<file path="config.mk">
export PLATFORM = sky130hd
export DESIGN_NAME = sysid_checker_master
export DESIGN_NICKNAME = d
export VERILOG_FILES = /design/src/rtl/sysid_pkg.sv /design/src/rtl/sysid_timeout_counter.sv /design/src/rtl/sysid_checker_master.sv
export SDC_FILE = /design/constraint.sdc
export NUM_CORES = 1
export LEC_CHECK = 0
export BUFFER_PORTS_ARGS = -buffer_cell sky130_fd_sc_hd__buf_2
export CAP_MARGIN = 10
export CORE_MARGIN = 8
export CORE_UTILIZATION = 40
export CTS_CLUSTER_DIAMETER = 60
export CTS_CLUSTER_SIZE = 16
export DETAILED_ROUTE_END_ITERATION = 6
export PLACE_DENSITY = 0.66
export RECOVER_POWER = 25
export SKIP_CTS_REPAIR_TIMING = 1
export SLEW_MARGIN = 20
export SYNTH_ARGS = -nofsm -noshare
export SYNTH_HDL_FRONTEND = slang
export SYNTH_SLANG_ARGS = --single-unit
</file>
<file path="constraint.sdc">
create_clock -name clock -period 2.4 [get_ports clock]
set_clock_uncertainty 0.2 [all_clocks]
set_input_delay 0.24 -clock clock [delete_from_list [all_inputs] [get_ports clock]]
set_output_delay 0.24 -clock clock [all_outputs]
set_load 0.05 [all_outputs]
</file>
<file path="src/rtl/sysid_pkg.sv">
// Shared types and constants for the sysid self-check read master.
package sysid_pkg;

  typedef enum logic [2:0] {
    IDLE,
    ID_REQ,
    ID_WAIT,
    TS_REQ,
    TS_WAIT,
    FINISH
  } sysid_state_t;

  localparam logic SYSID_ADDR_ID = 1'b0;
  localparam logic SYSID_ADDR_TS = 1'b1;

  localparam logic [31:0] SYSID_DEFAULT_ID = 32'h0000_0000;
  localparam logic [31:0] SYSID_DEFAULT_TS = 32'd1462218947;

endpackage

</file>
<file path="src/rtl/sysid_timeout_counter.sv">
// Per-transaction watchdog for the sysid read master.
// Only present when SYSID_CHECK_TIMEOUT_EN is defined.
`ifdef SYSID_CHECK_TIMEOUT_EN
module sysid_timeout_counter #(
  parameter int TIMEOUT_CYCLES = 1024
) (
  input  logic clock,
  input  logic reset_n,
  input  logic clear,
  input  logic enable,
  output logic expired
);

  localparam int CNT_W = (TIMEOUT_CYCLES > 2) ? $clog2(TIMEOUT_CYCLES) : 1;
  localparam logic [CNT_W-1:0] LAST = CNT_W'(TIMEOUT_CYCLES - 1);

  logic [CNT_W-1:0] cnt;

  // Saturates at LAST so a stalled transaction keeps expired asserted.
  always_ff @(posedge clock or negedge reset_n) begin
    if (!reset_n) begin
      cnt <= '0;
    end else if (clear) begin
      cnt <= '0;
    end else if (enable && (cnt != LAST)) begin
      cnt <= cnt + 1'b1;
    end
  end

  assign expired = (cnt == LAST);

endmodule
`endif

</file>
<file path="src/rtl/sysid_checker_master.sv">
// Avalon-MM read master: reads sysid ID (addr 0) and timestamp (addr 1), compares to build-time values.
// Optional per-transaction timeout enabled with SYSID_CHECK_TIMEOUT_EN.
module sysid_checker_master
  import sysid_pkg::*;
#(
  parameter logic [31:0] EXPECTED_ID        = SYSID_DEFAULT_ID,
  parameter logic [31:0] EXPECTED_TIMESTAMP = SYSID_DEFAULT_TS,
  parameter int          TIMEOUT_CYCLES     = 1024
) (
  input  logic        clock,
  input  logic        reset_n,
  input  logic        start,
  output logic        avm_address,
  output logic        avm_read,
  input  logic [31:0] avm_readdata,
  input  logic        avm_waitrequest,
  input  logic        avm_readdatavalid,
  output logic        busy,
  output logic        done,
  output logic        id_ok,
  output logic        ts_ok,
  output logic        timeout,
  output logic [31:0] id_value,
  output logic [31:0] ts_value
);

  sysid_state_t state;
  logic         start_acc;
  logic         tmo_hit;
  logic         id_cap_p0;
  logic         ts_cap_p0;
  logic         tmo_p0;

  assign start_acc = (state == IDLE) && start;

`ifdef SYSID_CHECK_TIMEOUT_EN
  logic tmo_clear;
  logic tmo_en;

  // Counter restarts whenever a new read command is about to be issued.
  assign tmo_clear = start_acc || ((state == ID_WAIT) && avm_readdatavalid);
  assign tmo_en    = (state == ID_REQ) || (state == ID_WAIT) ||
                     (state == TS_REQ) || (state == TS_WAIT);

  sysid_timeout_counter #(
    .TIMEOUT_CYCLES(TIMEOUT_CYCLES)
  ) u_timeout (
    .clock   (clock),
    .reset_n (reset_n),
    .clear   (tmo_clear),
    .enable  (tmo_en),
    .expired (tmo_hit)
  );
`else
  localparam int tmo_cycles_unused = TIMEOUT_CYCLES;
  assign tmo_hit = 1'b0;
`endif

  // Stage p0: bus FSM, command and data capture
  always_ff @(posedge clock or negedge reset_n) begin
    if (!reset_n) begin
      state       <= IDLE;
      avm_read    <= 1'b0;
      avm_address <= SYSID_ADDR_ID;
      busy        <= 1'b0;
      done        <= 1'b0;
      id_value    <= '0;
      ts_value    <= '0;
      id_cap_p0   <= 1'b0;
      ts_cap_p0   <= 1'b0;
      tmo_p0      <= 1'b0;
    end else begin
      done      <= 1'b0;
      id_cap_p0 <= 1'b0;
      ts_cap_p0 <= 1'b0;
      tmo_p0    <= 1'b0;
      case (state)
        IDLE: begin
          if (start) begin
            state       <= ID_REQ;
            avm_read    <= 1'b1;
            avm_address <= SYSID_ADDR_ID;
            busy        <= 1'b1;
          end
        end
        ID_REQ: begin
          if (!avm_waitrequest) begin
            state    <= ID_WAIT;
            avm_read <= 1'b0;
          end else if (tmo_hit) begin
            state    <= FINISH;
            avm_read <= 1'b0;
            tmo_p0   <= 1'b1;
          end
        end
        ID_WAIT: begin
          if (avm_readdatavalid) begin
            id_value    <= avm_readdata;
            id_cap_p0   <= 1'b1;
            state       <= TS_REQ;
            avm_read    <= 1'b1;
            avm_address <= SYSID_ADDR_TS;
          end else if (tmo_hit) begin
            state  <= FINISH;
            tmo_p0 <= 1'b1;
          end
        end
        TS_REQ: begin
          if (!avm_waitrequest) begin
            state    <= TS_WAIT;
            avm_read <= 1'b0;
          end else if (tmo_hit) begin
            state    <= FINISH;
            avm_read <= 1'b0;
            tmo_p0   <= 1'b1;
          end
        end
        TS_WAIT: begin
          if (avm_readdatavalid) begin
            ts_value  <= avm_readdata;
            ts_cap_p0 <= 1'b1;
            state     <= FINISH;
          end else if (tmo_hit) begin
            state  <= FINISH;
            tmo_p0 <= 1'b1;
          end
        end
        FINISH: begin
          state <= IDLE;
          busy  <= 1'b0;
          done  <= 1'b1;
        end
        default: begin
          state    <= IDLE;
          avm_read <= 1'b0;
          busy     <= 1'b0;
        end
      endcase
    end
  end

  // Stage p1: compare captured words, latch status until the next start
  always_ff @(posedge clock or negedge reset_n) begin
    if (!reset_n) begin
      id_ok   <= 1'b0;
      ts_ok   <= 1'b0;
      timeout <= 1'b0;
    end else begin
      if (start_acc) begin
        id_ok   <= 1'b0;
        ts_ok   <= 1'b0;
        timeout <= 1'b0;
      end
      if (id_cap_p0) id_ok <= (id_value == EXPECTED_ID);
      if (ts_cap_p0) ts_ok <= (ts_value == EXPECTED_TIMESTAMP);
      if (tmo_p0)    timeout <= 1'b1;
    end
  end

endmodule

</file>
==> flow_summary.ini, run 1 <==
[run_status]
status = completed

[synthesis]
syn_avg_cell_area_um2 = 14.8
ys_ff_latch = 75
syn_inst = 206
yosys.area.top_type = dfrtp_1
synthDistinctLibCells = 36
synth_nets = 243
syn_area_um2 = 3050
synth_top_area_share_pct = 61.6
synth-edff-count = 0
yosys_most_used_dff = dfrtp_1
ys_seq_area_share_pct = 61.6
synth_area_leaders = dfrtp_1 62%, mux2_2 21%, mux2_1 2.2%
yosysWarnings = 0
ys_async_sr_fraction_pct = 100

[final_layout]
syn2layout_area_growth_pct = 40.4
final_common_cell = buf_2
post-route-util_pct = 56.5
fillCellCount = 639
mostFrequentLayoutCells = 105 x buf_2, 75 x dfrtp_1, 58 x mux2_2
layout-drive-gt1-share_pct = 53.1
seqCellArea_um2 = 1880
multi_input_area_um2 = 1120
num_antenna_cells = 0
finalNonFillerCells = 458
nets = 388

[hold_path]
whs_path_depth = 3
holdPathEnd = avm_address
min_from = start
worstHoldPathType = input pin to flop

[die]
start_util_pct = 40.3
die_w_um = 103
io_pins = 108
die_h_um = 103
num_rows = 32
die_area_um2 = 10700
coreArea_um2 = 7570

[timing]
hold_ws_ns = 0.0304
worstMarginPinSlew_ns = 0.869
finalSetupViolCount = 0
period_share_pct = 80.7
fmax_mhz = 516
fin_tns_setup_ns = 0
relSlewSlack_pct = 42.1
report.final.slew_viol_count = 0
hold_viol = 0
min_period_ns = 1.94
grt_setup_unrepaired = no

[job]
drv_cap = 0

[grt]
grt_pass1_wl_mm = 11.7
antenna_found_initial = 0
globalRouteTotalUtil_pct = 14.7
grt_overflow = 0
grt_pass1_vias = 2234
grt_max_degree = 42

[critical_path]
reg2reg_to = id_value[6]
r2r_start = state[2]
cp.arrival_ns = 1.96
end_kind = flop
worstRegToRegCells = 4
crit_required_ns = 2.43
worstPathMaxFanout = 20
start_kind = flop
crit_type = flop to flop
r2r_setup_slack_ns = 0.46
cp-startpoint = state[2]

[clock_tree]
root_buffer = clkbuf_8
cts.clk_slew.worst_paths_ns = 0.08
clock_latency_ns = 0.34
cts_buffer_depth = 2
h-tree-depth = 3
cts_tree = built
numClockSinks = 75
numCtsBuffers = 9

[detailed_routing]
vias_per_cell = 4.86
drcViolationCount = 0
first_iter_violations = 47
wl_per_cell_um = 17.0
vias = 2228
wirelength_mm = 7.81
dr.pass1.iters = 5
detail-route-antenna-nets = 0

[placed_design]
dpl.cell_count = 408
portBuffers = 106
dp_hpwl_mm = 5.67
finalWeightedCongestion = 0.747
[layer usage]
metal / vias to the layer above / GRT usage (%) / wire (um)
met5: - / 0 / 0
met4: 0 / 6.34 / 149
met3: 11 / 4.55 / 516
met2: 65 / 23.3 / 3780
met1: 1108 / 18.0 / 3360
li1: 1044 / - / -
[registers in the layout (all words and copies together), names as in the netlist]
register and flops:
id_value 32, ts_value 32, state 3, avm_address 1
avm_read 1, busy 1, done 1, id_cap_p0 1
id_ok 1, ts_cap_p0 1, ts_ok 1
[worst max-delay path by stage]
| stage | endpoint | slack [ns] |
|---|---|---|
| 6_report | id_value[6] | 0.46 |
| 4_1_cts | id_value[26] | 0.47 |
| 2_1_floorplan | ts_ok | 0.43 |
| 3_3_place_gp | ts_ok | 0.54 |
| 5_1_grt | id_value[15] | 0.24 |
| 3_5_place_dp | id_value[26] | 0.50 |
[worst max-delay path, stage by stage (launching register included)]
cell and delay, ns:
dfrtp_1 0.50, nor2_1 0.22, and3_2 0.22, buf_4 0.29, mux2_2 0.38
[cells by family (layout without fill, tap and decap cells)]
kind of cell,count (synthesis),count (layout),share of synthesized area [%]
xor gates and xnor gates,1,1,0.287
DFF,75,75,61.6
buffers and inverters,12,162,2.18
muxes,65,65,24.0
other,1,1,0.123
and+or+nand+nor,40,40,8.95
AOI/OAI and AO/OA,12,12,2.91
[area by class of cell]
type | instances | share of cell area [%]
Clock inverter | 7 | 2.72
Timing Repair Buffer | 145 | 21.2
Multi-Input combinational cell | 119 | 26.2
Sequential cell | 75 | 43.9
Tap cell | 102 | 2.98
Clock buffer | 9 | 2.90
Inverter | 1 | 0.0877
[through the flow]
step / instance area, um2 / worst slack (ns)
after floorplan: 3050 / 0.433
after global placement: 3710 / 0.538
after detailed placement: 3710 / 0.502
after CTS: 3950 / 0.468
after global routing: 4280 / 0.243
final: 4280 / 0.463
[synthesized netlist by cell type (3+ instances only)]
cell type and instances:
buf_4 4, nor2_1 4, dfrtp_1 75, o21ai_0 3, mux2_2 58, buf_2 5
nor4_1 6, nand4_1 3, mux2_1 6, nand3b_1 4, nor4b_1 3, nand2_1 6
Power of run 1 is not shown: default switching activity piles up to over one toggle a cycle in this logic, so the estimate is an artifact.
==> run 2, diff against run 1 <==
--- a/config.mk
+++ b/config.mk
@@ -5,6 +5,7 @@
 export SDC_FILE = /design/constraint.sdc
 export NUM_CORES = 1
 export LEC_CHECK = 0
+export ABC_AREA = 1
 export BUFFER_PORTS_ARGS = -buffer_cell sky130_fd_sc_hd__buf_2
 export CAP_MARGIN = 10
 export CORE_MARGIN = 8
@@ -12,7 +13,7 @@
 export CTS_CLUSTER_DIAMETER = 60
 export CTS_CLUSTER_SIZE = 16
 export DETAILED_ROUTE_END_ITERATION = 6
-export PLACE_DENSITY = 0.66
+export PLACE_DENSITY = 0.69
 export RECOVER_POWER = 25
 export SKIP_CTS_REPAIR_TIMING = 1
 export SLEW_MARGIN = 20
==> constraint.sdc (replaced) <==
create_clock -name clock -period 1.7 [get_ports clock]
set_clock_uncertainty 0.2 [all_clocks]
set_input_delay 0.17 -clock clock [delete_from_list [all_inputs] [get_ports clock]]
set_output_delay 0.17 -clock clock [all_outputs]
set_load 0.05 [all_outputs]
==> flow_summary.ini, run 2 <==
[placed_design]
portBuffers = 106
dpl.cell_count = 565
finalWeightedCongestion = 0.837
dp_slack_ns = 0.146
dp_hpwl_mm = 6.20

[synthesis]
yosys_most_used_dff = dfrtp_1
synth_top_family_by_area = simple AND/OR/NAND/NOR gates
ys_seq_area_share_pct = 59.5
synth_compound_area_share_pct = 10.3
synth-edff-count = 0
ys_ff_latch = 75
synth_top_area_share_pct = 59.5
synthAdderAreaFrac_pct = 0
synth-simple-area-share_pct = 21.5
synth_nets = 401
syn_area_um2 = 3160
synthDistinctLibCells = 23
synth_top_cells_by_count = 106 x nand2_1, 75 x dfrtp_1, 48 x inv_1
syn_inst = 364
syn_avg_cell_area_um2 = 8.67
synth_area_leaders = dfrtp_1 59%, nand2_1 13%, o21ai_0 7.1%
synth_mux_area_share_pct = 0
yosys.area.top_type = dfrtp_1
yosysWarnings = 0
synth-xor-area-share_pct = 0
yosysMostFrequentCell = nand2_1
ys_async_sr_fraction_pct = 100

[final_layout]
syn2layout_area_growth_pct = 37.7
nets = 546
fillCellCount = 718
finalNonFillerCells = 616
mostFrequentLayoutCells = 106 x nand2_1, 105 x buf_2, 75 x dfrtp_1
post-route-util_pct = 56.5
final_common_cell = nand2_1
num_antenna_cells = 0
layout-drive-gt1-share_pct = 26.1
top_regs = id_value: 32 flops, ts_value: 32 flops, state: 3 flops

[critical_path]
path_cells = nor2_4, nand2_4, nor2_8, inv_4, buf_12, o21ai_0
crit_required_ns = 1.74
r2r_setup_slack_ns = 0.11
crit_buf_inv = 2
worstPathMaxFanout = 32
worst_path_dominant_cell_family = flip-flops
end_kind = flop
worstRegToRegCells = 6
r2r_start = state[2]
crit_type = flop to flop
slowest_stage = dfrtp_1
start_kind = flop
reg2reg_to = id_value[10]
cp.arrival_ns = 1.64
max_stage_delay_ns = 0.50

[pwr]
max-vdd-ir-drop_uv = 1280
p_leak_nw = 2.40
pwr_density_cell_nw_per_um2 = 2210
power_mw = 9.59

[hold_path]
worstHoldPathType = input pin to flop
min_from = avm_readdatavalid
whs_path_depth = 4
holdPathEnd = state[2]

[job]
drv_cap = 0

[timing]
relSlewSlack_pct = 33.4
fmax_mhz = 628
report.final.slew_viol_count = 0
finalSetupViolCount = 0
worstMarginPinSlew_ns = 0.999
period_share_pct = 93.7
min_period_ns = 1.59
hold_viol = 0
worst_slack_ns = 0.107

[grt]
grt_overflow = 0
grt_pass1_wl_mm = 13.5
globalRouteTotalUtil_pct = 15.2
grt_max_degree = 76
antenna_found_initial = 0
grt_pass1_vias = 2759

[clock_tree]
clock_latency_ns = 0.34
cts_buffer_depth = 2
numClockSinks = 75
root_buffer = clkbuf_8
cts.clk_slew.worst_paths_ns = 0.08
cts_tree = built
numCtsBuffers = 9
h-tree-depth = 3

[die]
die_w_um = 105
start_util_pct = 41.0
coreArea_um2 = 7690
die_area_um2 = 11000
num_rows = 32
die_h_um = 105
io_pins = 108

[detailed_routing]
drcViolationCount = 0
vias = 2812
first_iter_violations = 82
detail-route-antenna-nets = 0
dr.pass1.iters = 4
vias_per_cell = 4.56
wl_per_cell_um = 13.8
wirelength_mm = 8.51

[run_status]
status = completed
## run 2: power breakdown
| part | internal [mW] | switching (mW) |
|---|---|---|
| Sequential | 2.56 | 0.670 |
| Clock | 0.611 | 0.620 |
| Combinational | 1.21 | 3.91 |
## run 2: cells by family after synthesis
family | count (synthesis)
simple gates | 160
flops | 75
compound gates | 65
buf+inv | 63
other cells | 1
## run 2: worst max path at each step
| stage | start | to | slack, ns | cells after the start |
|---|---|---|---|---|
| 2_1_floorplan | state[2] | id_value[19] | 0.16 | 9 |
| 3_3_place_gp | state[2] | id_value[17] | 0.20 | 7 |
| 3_5_place_dp | state[2] | id_value[10] | 0.15 | 7 |
| 4_1_cts | state[2] | id_value[10] | 0.13 | 6 |
| 5_1_grt | state[2] | id_value[0] | -0.01 | 6 |
| 6_report | state[2] | id_value[10] | 0.11 | 6 |
## run 2: routing by layer
layer	GRT usage (%)	wire length (um)	up-vias
met2	23.5	4130	77
met1	19.0	3700	1312
met3	5.22	582	7
li1	-	-	1416
met4	6.12	87	0
met5	0	0	-
## run 2: area by class of cell
| type | instances | area (um2) | share of cell area (%) |
|---|---|---|---|
| Multi-Input combinational cell | 226 | 1010 | 23.3 |
| Clock inverter | 3 | 22.5 | 0.518 |
| Timing Repair Buffer | 148 | 961 | 22.1 |
| Clock buffer | 13 | 159 | 3.66 |
| Tap cell | 102 | 128 | 2.94 |
| Inverter | 49 | 186 | 4.29 |
| Sequential cell | 75 | 1880 | 43.2 |
## run 2: worst min-delay path: cells and delay by family
kind / cells / cell delay, ns
buf+inv: 2 / 0.23
simple gates: 2 / 0.18
## run 2: metrics by stage
| step | TNS (ns) | hold WS (ns) | area, um2 |
|---|---|---|---|
| after floorplan | 0 | -0.326 | 3160 |
| after global placement | 0 | 0.0164 | 3820 |
| after detailed placement | 0 | 0.0160 | 3820 |
| after CTS | 0 | -0.363 | 4000 |
| after global routing | -0.0129 | 0.118 | 4340 |
| final | 0 | 0.0867 | 4340 |
(Power assumes the default switching activity.)
